## src/rtl/cnn_pkg.sv

```systemverilog
// rtl/cnn_pkg.sv - shared CNN geometry constants and collector state encoding
package cnn_pkg;

    localparam int OUT_DIM    = 14;
    localparam int DW         = 9;
    localparam int AW         = 8;
    localparam int FRAME_SIZE = OUT_DIM * OUT_DIM;

    typedef enum logic {
        ST_FILL = 1'b0,
        ST_DONE = 1'b1
    } state_t;

endpackage

```

## src/rtl/fmap_ram.sv

```systemverilog
// rtl/fmap_ram.sv - simple dual-port feature-map RAM with registered read
module fmap_ram #(
    parameter int DEPTH = cnn_pkg::FRAME_SIZE,
    parameter int DW    = cnn_pkg::DW,
    parameter int AW    = cnn_pkg::AW
) (
    input  logic          clk,
    input  logic          reset,
    input  logic          i_we,
    input  logic [AW-1:0] i_wr_addr,
    input  logic [DW-1:0] i_wr_data,
    input  logic [AW-1:0] i_rd_addr,
    output logic [DW-1:0] o_rd_data
);

    logic [DW-1:0] r_mem [DEPTH];
    logic [DW-1:0] r_rd_data;

    // Storage has no reset so it maps onto block RAM.
    always_ff @(posedge clk) begin
        if (i_we) begin
            r_mem[i_wr_addr] <= i_wr_data;
        end
    end

    always_ff @(posedge clk) begin
        if (reset) begin
            r_rd_data <= '0;
        end else begin
            r_rd_data <= r_mem[i_rd_addr];
        end
    end

    assign o_rd_data = r_rd_data;

endmodule

```

## src/rtl/pool_collector.sv

```systemverilog
// rtl/pool_collector.sv - captures one pooled frame, tracks position, max and overrun
module pool_collector #(
    parameter int OUT_DIM = cnn_pkg::OUT_DIM,
    parameter int DW      = cnn_pkg::DW,
    parameter int AW      = cnn_pkg::AW
) (
    input  logic                 clk,
    input  logic                 reset,
    input  logic signed [DW-1:0] pool_in,
    input  logic                 valid,
    input  logic                 clear,
    input  logic        [AW-1:0] rd_addr,
    output logic signed [DW-1:0] rd_data,
    output logic        [AW-1:0] count,
    output logic        [AW-1:0] row,
    output logic        [AW-1:0] col,
    output logic                 frame_done,
    output logic                 overflow,
    output logic signed [DW-1:0] max_val,
    output logic        [AW-1:0] max_idx
);

    localparam int            FRAME    = OUT_DIM * OUT_DIM;
    localparam logic [AW-1:0] LAST_IDX = AW'(FRAME - 1);
    localparam logic [AW-1:0] LAST_COL = AW'(OUT_DIM - 1);

    cnn_pkg::state_t r_state;
    cnn_pkg::state_t w_state_next;

    logic        [AW-1:0] r_count;
    logic        [AW-1:0] r_row;
    logic        [AW-1:0] r_col;
    logic                 r_overflow;
    logic signed [DW-1:0] r_max_val;
    logic        [AW-1:0] r_max_idx;

    logic                 w_in_done;
    logic                 w_restart;
    logic                 w_accept;
    logic        [AW-1:0] w_wr_addr;
    logic        [AW-1:0] w_row_base;
    logic        [AW-1:0] w_col_base;
    logic                 w_last;
    logic                 w_new_max;
    logic        [DW-1:0] w_rd_data;

    // A clear in DONE restarts the frame so a same-cycle element lands at index 0.
    assign w_in_done  = (r_state == cnn_pkg::ST_DONE);
    assign w_restart  = w_in_done && clear;
    assign w_accept   = valid && (!w_in_done || clear);
    assign w_wr_addr  = w_restart ? '0 : r_count;
    assign w_row_base = w_restart ? '0 : r_row;
    assign w_col_base = w_restart ? '0 : r_col;
    assign w_last     = (w_wr_addr == LAST_IDX);
    assign w_new_max  = (w_wr_addr == '0) || (pool_in > r_max_val);

    always_comb begin
        w_state_next = r_state;
        case (r_state)
            cnn_pkg::ST_FILL: begin
                if (w_accept && w_last) begin
                    w_state_next = cnn_pkg::ST_DONE;
                end
            end
            cnn_pkg::ST_DONE: begin
                if (clear) begin
                    w_state_next = (w_accept && w_last) ? cnn_pkg::ST_DONE : cnn_pkg::ST_FILL;
                end
            end
            default: w_state_next = cnn_pkg::ST_FILL;
        endcase
    end

    always_ff @(posedge clk) begin
        if (reset) begin
            r_state <= cnn_pkg::ST_FILL;
        end else begin
            r_state <= w_state_next;
        end
    end

    always_ff @(posedge clk) begin
        if (reset) begin
            r_count    <= '0;
            r_row      <= '0;
            r_col      <= '0;
            r_overflow <= 1'b0;
            r_max_val  <= '0;
            r_max_idx  <= '0;
        end else begin
            if (w_restart) begin
                r_count    <= '0;
                r_row      <= '0;
                r_col      <= '0;
                r_overflow <= 1'b0;
            end else if (w_in_done && valid) begin
                r_overflow <= 1'b1;
            end

            if (w_accept) begin
                r_count <= w_wr_addr + 1'b1;
                if (w_last) begin
                    r_row <= '0;
                    r_col <= '0;
                end else if (w_col_base == LAST_COL) begin
                    r_row <= w_row_base + 1'b1;
                    r_col <= '0;
                end else begin
                    r_row <= w_row_base;
                    r_col <= w_col_base + 1'b1;
                end
                if (w_new_max) begin
                    r_max_val <= pool_in;
                    r_max_idx <= w_wr_addr;
                end
            end
        end
    end

    fmap_ram #(
        .DEPTH (FRAME),
        .DW    (DW),
        .AW    (AW)
    ) u_fmap_ram (
        .clk       (clk),
        .reset     (reset),
        .i_we      (w_accept && !reset),
        .i_wr_addr (w_wr_addr),
        .i_wr_data (pool_in),
        .i_rd_addr (rd_addr),
        .o_rd_data (w_rd_data)
    );

    assign rd_data    = w_rd_data;
    assign count      = r_count;
    assign row        = r_row;
    assign col        = r_col;
    assign frame_done = w_in_done;
    assign overflow   = r_overflow;
    assign max_val    = r_max_val;
    assign max_idx    = r_max_idx;

endmodule
```

## config.mk

```make
export PLATFORM = sky130hd
export DESIGN_NAME = pool_collector
export DESIGN_NICKNAME = d
export VERILOG_FILES = /design/src/rtl/cnn_pkg.sv /design/src/rtl/fmap_ram.sv /design/src/rtl/pool_collector.sv
export SDC_FILE = /design/constraint.sdc
export NUM_CORES = 2
export LEC_CHECK = 0
export CORE_MARGIN = 5
export CORE_UTILIZATION = 36
export DETAILED_ROUTE_END_ITERATION = 8
export PLACE_DENSITY = 0.49
export SYNTH_ARGS = -nofsm -noshare
export SYNTH_HDL_FRONTEND = slang
export SYNTH_SLANG_ARGS = --single-unit
```

## constraint.sdc

```tcl
create_clock -name clk -period 4.6 [get_ports clk]
set_input_delay 0.46 -clock clk [delete_from_list [all_inputs] [get_ports clk]]
set_output_delay 0.46 -clock clk [all_outputs]
set_load 0.01 [all_outputs]
```

## Word-level counts from Yosys, hierarchy flattened

Memory sizes are Yosys's and may differ from the RTL's. A register that Yosys moved wholly into a read port is not among the register bits.
Cells that the tools add are included.

| storage, ports and cells | value |
|---|---|
| RAM bits | 1764 |
| word-level logic and storage cells | 42 |
| memories | 1 |
| bits of input ports | 21 |
| output and inout port bits | 52 |
| register bits after elaboration | 43 |
| bits in latches | 0 |
| memory bits (read-only) | 0 |

| operators by class | value |
|---|---|
| reductions and logical operators | 12 |
| divide/modulo/power cells | 0 |
| multipliers | 0 |
| order comparisons | 1 |
| add/subtract/negate cells | 3 |
| shift-type cells | 0 |
| bitwise operators | 1 |
| eq/ne operators | 2 |
| mux-type cells | 15 |

Memory list:

| name | words | bits a word | rd ports | clocked after memory_dff | write ports | line | source |
|---|---|---|---|---|---|---|---|
| u_fmap_ram.r_mem | 196 | 9 | 1 | 1 | 1 | fmap_ram.sv:16 | `logic [DW-1:0] r_mem [DEPTH];` |

Operators by type and width:

| cell | number |
|---|---|
| 8-bit two-way mux | 10 |
| 8-bit by 1-bit adder with 8-bit output, second input constant | 3 |
| 9-bit > comparator | 1 |
| 8-bit by 4-bit equality test with 1-bit output, second input constant | 1 |
| 8-bit equality test, second input constant | 1 |
| 8-bit zero test | 1 |
| 1-bit logical AND | 5 |
| 1-bit two-way mux | 4 |
| 1-bit zero test | 2 |
| 1-bit logical OR | 2 |
| 1-bit case mux with 2 select lines | 1 |
| 2-bit AND reduction | 1 |
| 2-bit OR reduction | 1 |
| 1-bit inverter | 1 |

## Longest topological paths before layout

| logic depth | value |
|---|---|
| depth in word-level cells | 7 |
| depth in mapped cells | 12 |
| depth with buffers taken out | 9 |

## Cells and area by module

A second synthesis with hierarchy kept.

| second synthesis, totals | value |
|---|---|
| cells, all modules | 3447 |
| area, all modules | 71044.4 um^2 |

By module, submodules not included:

| module | area each (um^2) | seq. area each (um^2) | instances | cells an instance |
|---|---|---|---|---|
| fmap_ram | 68829.8 | 53151.0 | 1 | 3185 |
| pool_collector | 2214.6 | 860.8 | 1 | 262 |

## Worst setup path before layout

OpenSTA, ideal clock, no wires.

| path | value |
|---|---|
| kind | input -> register |
| from | in clear |
| to | mem u_fmap_ram.r_mem[127][0], enable pin |
| path buffers | 3 |
| stages on the path | 11 |
| required time | 4.226 ns |
| library setup time | 0.374 ns |
| slack | 1.664 ns |
| arrival | 2.562 ns |
| path through | nand2_1 -> buf_2 -> buf_1 -> nand2_1 -> inv_1 -> ha_1 -> clkbuf_1 -> nand2_1 -> nor2_1 -> nand2_1 -> nor2_1 |

| on the way | value |
|---|---|
| elaborated cells between the ends (all ways) | 7 |
| classes of those cells | mux (3); reduce/logical (4) |

RTL lines:

| item | line | source |
|---|---|---|
| from (decl) | pool_collector.sv:11 | `input logic clear,` |
| 1-bit logical AND | pool_collector.sv:49 | `assign w_restart = w_in_done && clear;` |
| 8-bit two-way mux | n/a |  |
| net u_fmap_ram.i_wr_addr[0] | fmap_ram.sv:10 | `input logic [AW-1:0] i_wr_addr,` |
| to (decl) | fmap_ram.sv:16 |  |

The timed path passes the listed nets, and every way through them passes these cells.

## Worst setup path in the final report

| path | value |
|---|---|
| from | reg r_state, in the netlist frame_done |
| to | mem u_fmap_ram.r_mem[95][1], enable pin |

| on the way | value |
|---|---|
| elaborated cells between the ends (all ways) | 8 |
| classes of those cells | mux (3); reduce/logical (5) |

RTL lines:

| item | line | source |
|---|---|---|
| from (decl) | pool_collector.sv:27 | `cnn_pkg::state_t r_state;` |
| from (signal assigned) | pool_collector.sv:76 | `r_state <= cnn_pkg::ST_FILL;` |
| from (signal assigned) | pool_collector.sv:78 | `r_state <= w_state_next;` |
| 1-bit logical AND | pool_collector.sv:49 |  |
| 8-bit two-way mux | n/a |  |
| net u_fmap_ram.i_wr_addr[0] | fmap_ram.sv:10 |  |

The timed path passes the listed nets, and every way through them passes these cells.

==> key figures <==
Clock tree
  – CTS Sinks: 1816
  – Max clock buf depth: 3
  – H-Tree Depth: 4
  – Number of CTS-inserted buffers: 190
  – CTS tree: built
  – Root buf cell: clkbuf_16
  – Clk_lat worst skew: 0.83 ns
  – Post-CTS sizing: 0
  – CTS clock-pin slew for the worst setup and hold paths: 0.06 ns

Outcome
  – Status: finished clean

Yosys
  – Synth Warn #: 0
  – Top post-synthesis cells by area: edfxtp_1 75%, mux4_2 12%, mux2i_1 2.1%
  – Synth Area in Compound Gates: 0.02746
  – Yosys top cell by area: edfxtp_1
  – Unique masters post-synth: 52
  – Share of the synthesized area in the top cell type: 0.7529
  – Mux share of post-synthesis cell area: 0.1445
  – Fraction of the mapped netlist area in adder cells: 0.002845
  – Post-synthesis cell count: 3463
  – Xor/xnor cell area share of the yosys netlist: 0.002365
  – Count of flip-flops with a built-in enable after synthesis: 1764
  – Simple-gate share of the synthesized area: 0.03818
  – Top FF cell, synth: edfxtp_1
  – Sequential element share of the synthesized area: 0.7677
  – Async SR Flop Fraction: 0
  – Syn Nets: 3500
  – Syn Area/Cell: 20.32 sq um
  – Mapped cell area: 70360 sq um
  – Largest family of logic cells by synthesized area: multiplexers
  – FF+latch count, synth: 1816

Layout
  – Nets: 3885
  – Fill count: 17051
  – Share of cells above drive strength 1: 0.2487
  – Most frequent cells in the layout: 1764 x edfxtp_1, 387 x mux4_2, 290 x buf_4
  – P&R area growth vs syn: 16.19%
  – Most common cell after layout, fill and taps aside: edfxtp_1

Drt
  – First drt pass iteration count: 5
  – Initial drt markers: 3173
  – Vias: 35356
  – Final WL: 196100 microns
  – DR vias/cell: 5.402
  – DR WL/cell: 29.97 microns
  – # DRC: 0
  – Antenna viol nets, final: 0

Power
  – Sequential power share: 0.524
  – P per Cell Area: 424.9 nW/um^2
  – Comb power frac: 0.046
  – Total power: 34.73 mW
  – Switch share: 0.2189
  – Peak VDD IR: 305.0 uV
  – Internal power: 27.13 mW
  – Part of the power in the clock network: 0.430
  – P_sw: 7.601 mW
  – Leak: 25.81 nW

Floorplanning
  – # IOs: 73
  – Core area: 194600 sq um
  – # rows: 162
  – Die ar.: 204400 sq um
  – Height of the die: 452.1 microns
  – Initial Util: 0.3616
  – Die span in x: 452.1 microns

GRT
  – First-pass GRT wire length: 278500 microns
  – Initial antenna violation count: 7
  – Total grt overflow: 0
  – Largest net degree at the start of global routing: 136
  – Vias in the first global route: 36236
  – Overall Global Routing Usage: 0.1902

STA
  – Period minus WS final: 3.438 ns
  – Setup TNS: 0 ns
  – Max-slew violations: 0
  – Final period util: 0.7474
  – Relative slew slack: 0.1650
  – F_max: 290.9 MHz
  – Setup Viol. Count Final: 0
  – Final Hold Violating Endpoints: 0
  – Worst Tran Pin Value: 1.248 ns
  – Setup slack after layout: 1.162 ns
  – Layout Skew: 0.05122 ns
  – RSZ-0062 raised after global routing: no

Critical path
  – CP Capture Type: register
  – Crit-path cells: nand2_1 -> nand2_1 -> inv_1 -> ha_1 -> nand2_1 -> nor2_1 -> nand2_1 -> buf_4 -> nor2_1 -> buf_4
  – Arrival time at the worst endpoint: 3.96 ns
  – Worst EP required: 5.12 ns
  – CP Max Fanout: 9
  – Slowest cell on the critical path: nor2_1
  – Top cell by count, worst path: nand2_1
  – Critical path class: reg -> reg
  – Startpoint types: register
  – Max incr delay on CP: 0.74 ns

Placement
  – Placement Setup Slack: 0.6223 ns
  – GP Congestion: 0.8057
  – IO buf count: 72
  – DP HPWL: 124300 microns

Worst hold path
  – HP Class: in -> reg

Run
  – # Max-Cap Violations: 0
[power groups by stage]
stage	sequential (mW)	combinational [mW]	clock [mW]
floorplan	18.5	0.821	0
global placement	18.6	1.64	0
detailed placement	18.6	1.64	0
CTS	18.2	1.65	15.3
global route	18.2	1.71	15.9
finish	18.2	1.61	14.9
[state kept, by name (all words and copies together) (netlist names)]
signal,cells
max_val,9
u_fmap_ram.o_rd_data,9
row,8
frame_done,1
max_idx,8
col,8
overflow,1
u_fmap_ram.r_mem,1764
count,8
[routing by layer]
| metal | up-vias | share of wire | global-route usage |
|---|---|---|---|
| li1 | 15057 | - | - |
| met1 | 18942 | 0.44 | 0.2698 |
| met2 | 1098 | 0.47 | 0.3024 |
| met3 | 259 | 0.061 | 0.03576 |
| met4 | 0 | 0.027 | 0.05309 |
| met5 | - | 0 | 0 |
[cell families after synthesis]
kind of cell | after synthesis
AO/OA/AOI/OAI | 295
XOR/XNOR | 19
adder cells (fa/ha/maj) | 16
buffers and inverters | 204
flip-flops | 1816
multiplexers | 532
AND/OR/NAND/NOR | 581
[cell type report]
type | instances | area, sq um | share of cell area
clock buffer | 246 | 5025 | 0.06147
multi-input combinational | 1443 | 15170 | 0.1856
inverter | 14 | 52.55 | 0.0006429
sequential | 1816 | 54010 | 0.6607
timing repair buffer | 383 | 3336 | 0.04081
antenna | 2 | 5.005 | 0.00006122
clock inverter | 99 | 965.9 | 0.01182
tap | 2542 | 3181 | 0.03891
[synth_stat cells (all sizes together), types with 2 or more instances]
cell and count:
edfxtp 1764, mux4 387, nor2 274, mux2i 145, buf 134, nand2 105
o22ai 92, a22oi 81, clkbuf 56, dfxtp 52, nand3 52, a21oi 50
o21ai 37, nor3 35, nand4 34, a211oi 19, nor4 19, nor2b 17
ha 16, inv 14, xnor2 10, o211ai 9, or3 9, xor2 9
and2 8, nand2b 8, and3 5, nand4b 5, a21o 2, nand3b 2
nor4b 2
[timing repair]
item,CTS,global route
hold buffers,2,0
hold endpoints to repair,26,0
buffers inserted,0,0
[worst max-delay path: cells and delay by family (launching register included)]
kind | cells | cell delay, ns
simple gates | 6 | 1.61
buf+inv | 3 | 0.70
flops | 1 | 0.42
fa+ha+maj | 1 | 0.39
[metrics by stage]
step                      cells  area [sq um]  hold slack [ns]  utilization
after global placement     6196         75730           0.4659       0.3892
after global routing       6543         81740          0.05790       0.4201
after floorplan            3463         70360           0.4983            -
after detailed placement   6196         75730           0.4755       0.3892
final                      6545         81740          0.09378       0.4201
after CTS                  6543         81740          0.02584       0.4201
[final timing paths]
path | from | end | slack [ns] | depth (start not counted)
worst max-delay path | frame_done | u_fmap_ram.r_mem[95][1] | 1.16 | 10
worst min-delay path | pool_in[0] | u_fmap_ram.r_mem[129][0] | 0.09 | 1
worst min register to register | max_idx[4] | max_idx[4] | 0.48 | 2
worst max register to register | frame_done | u_fmap_ram.r_mem[95][1] | 1.16 | 10
(Power assumes the default switching activity.)
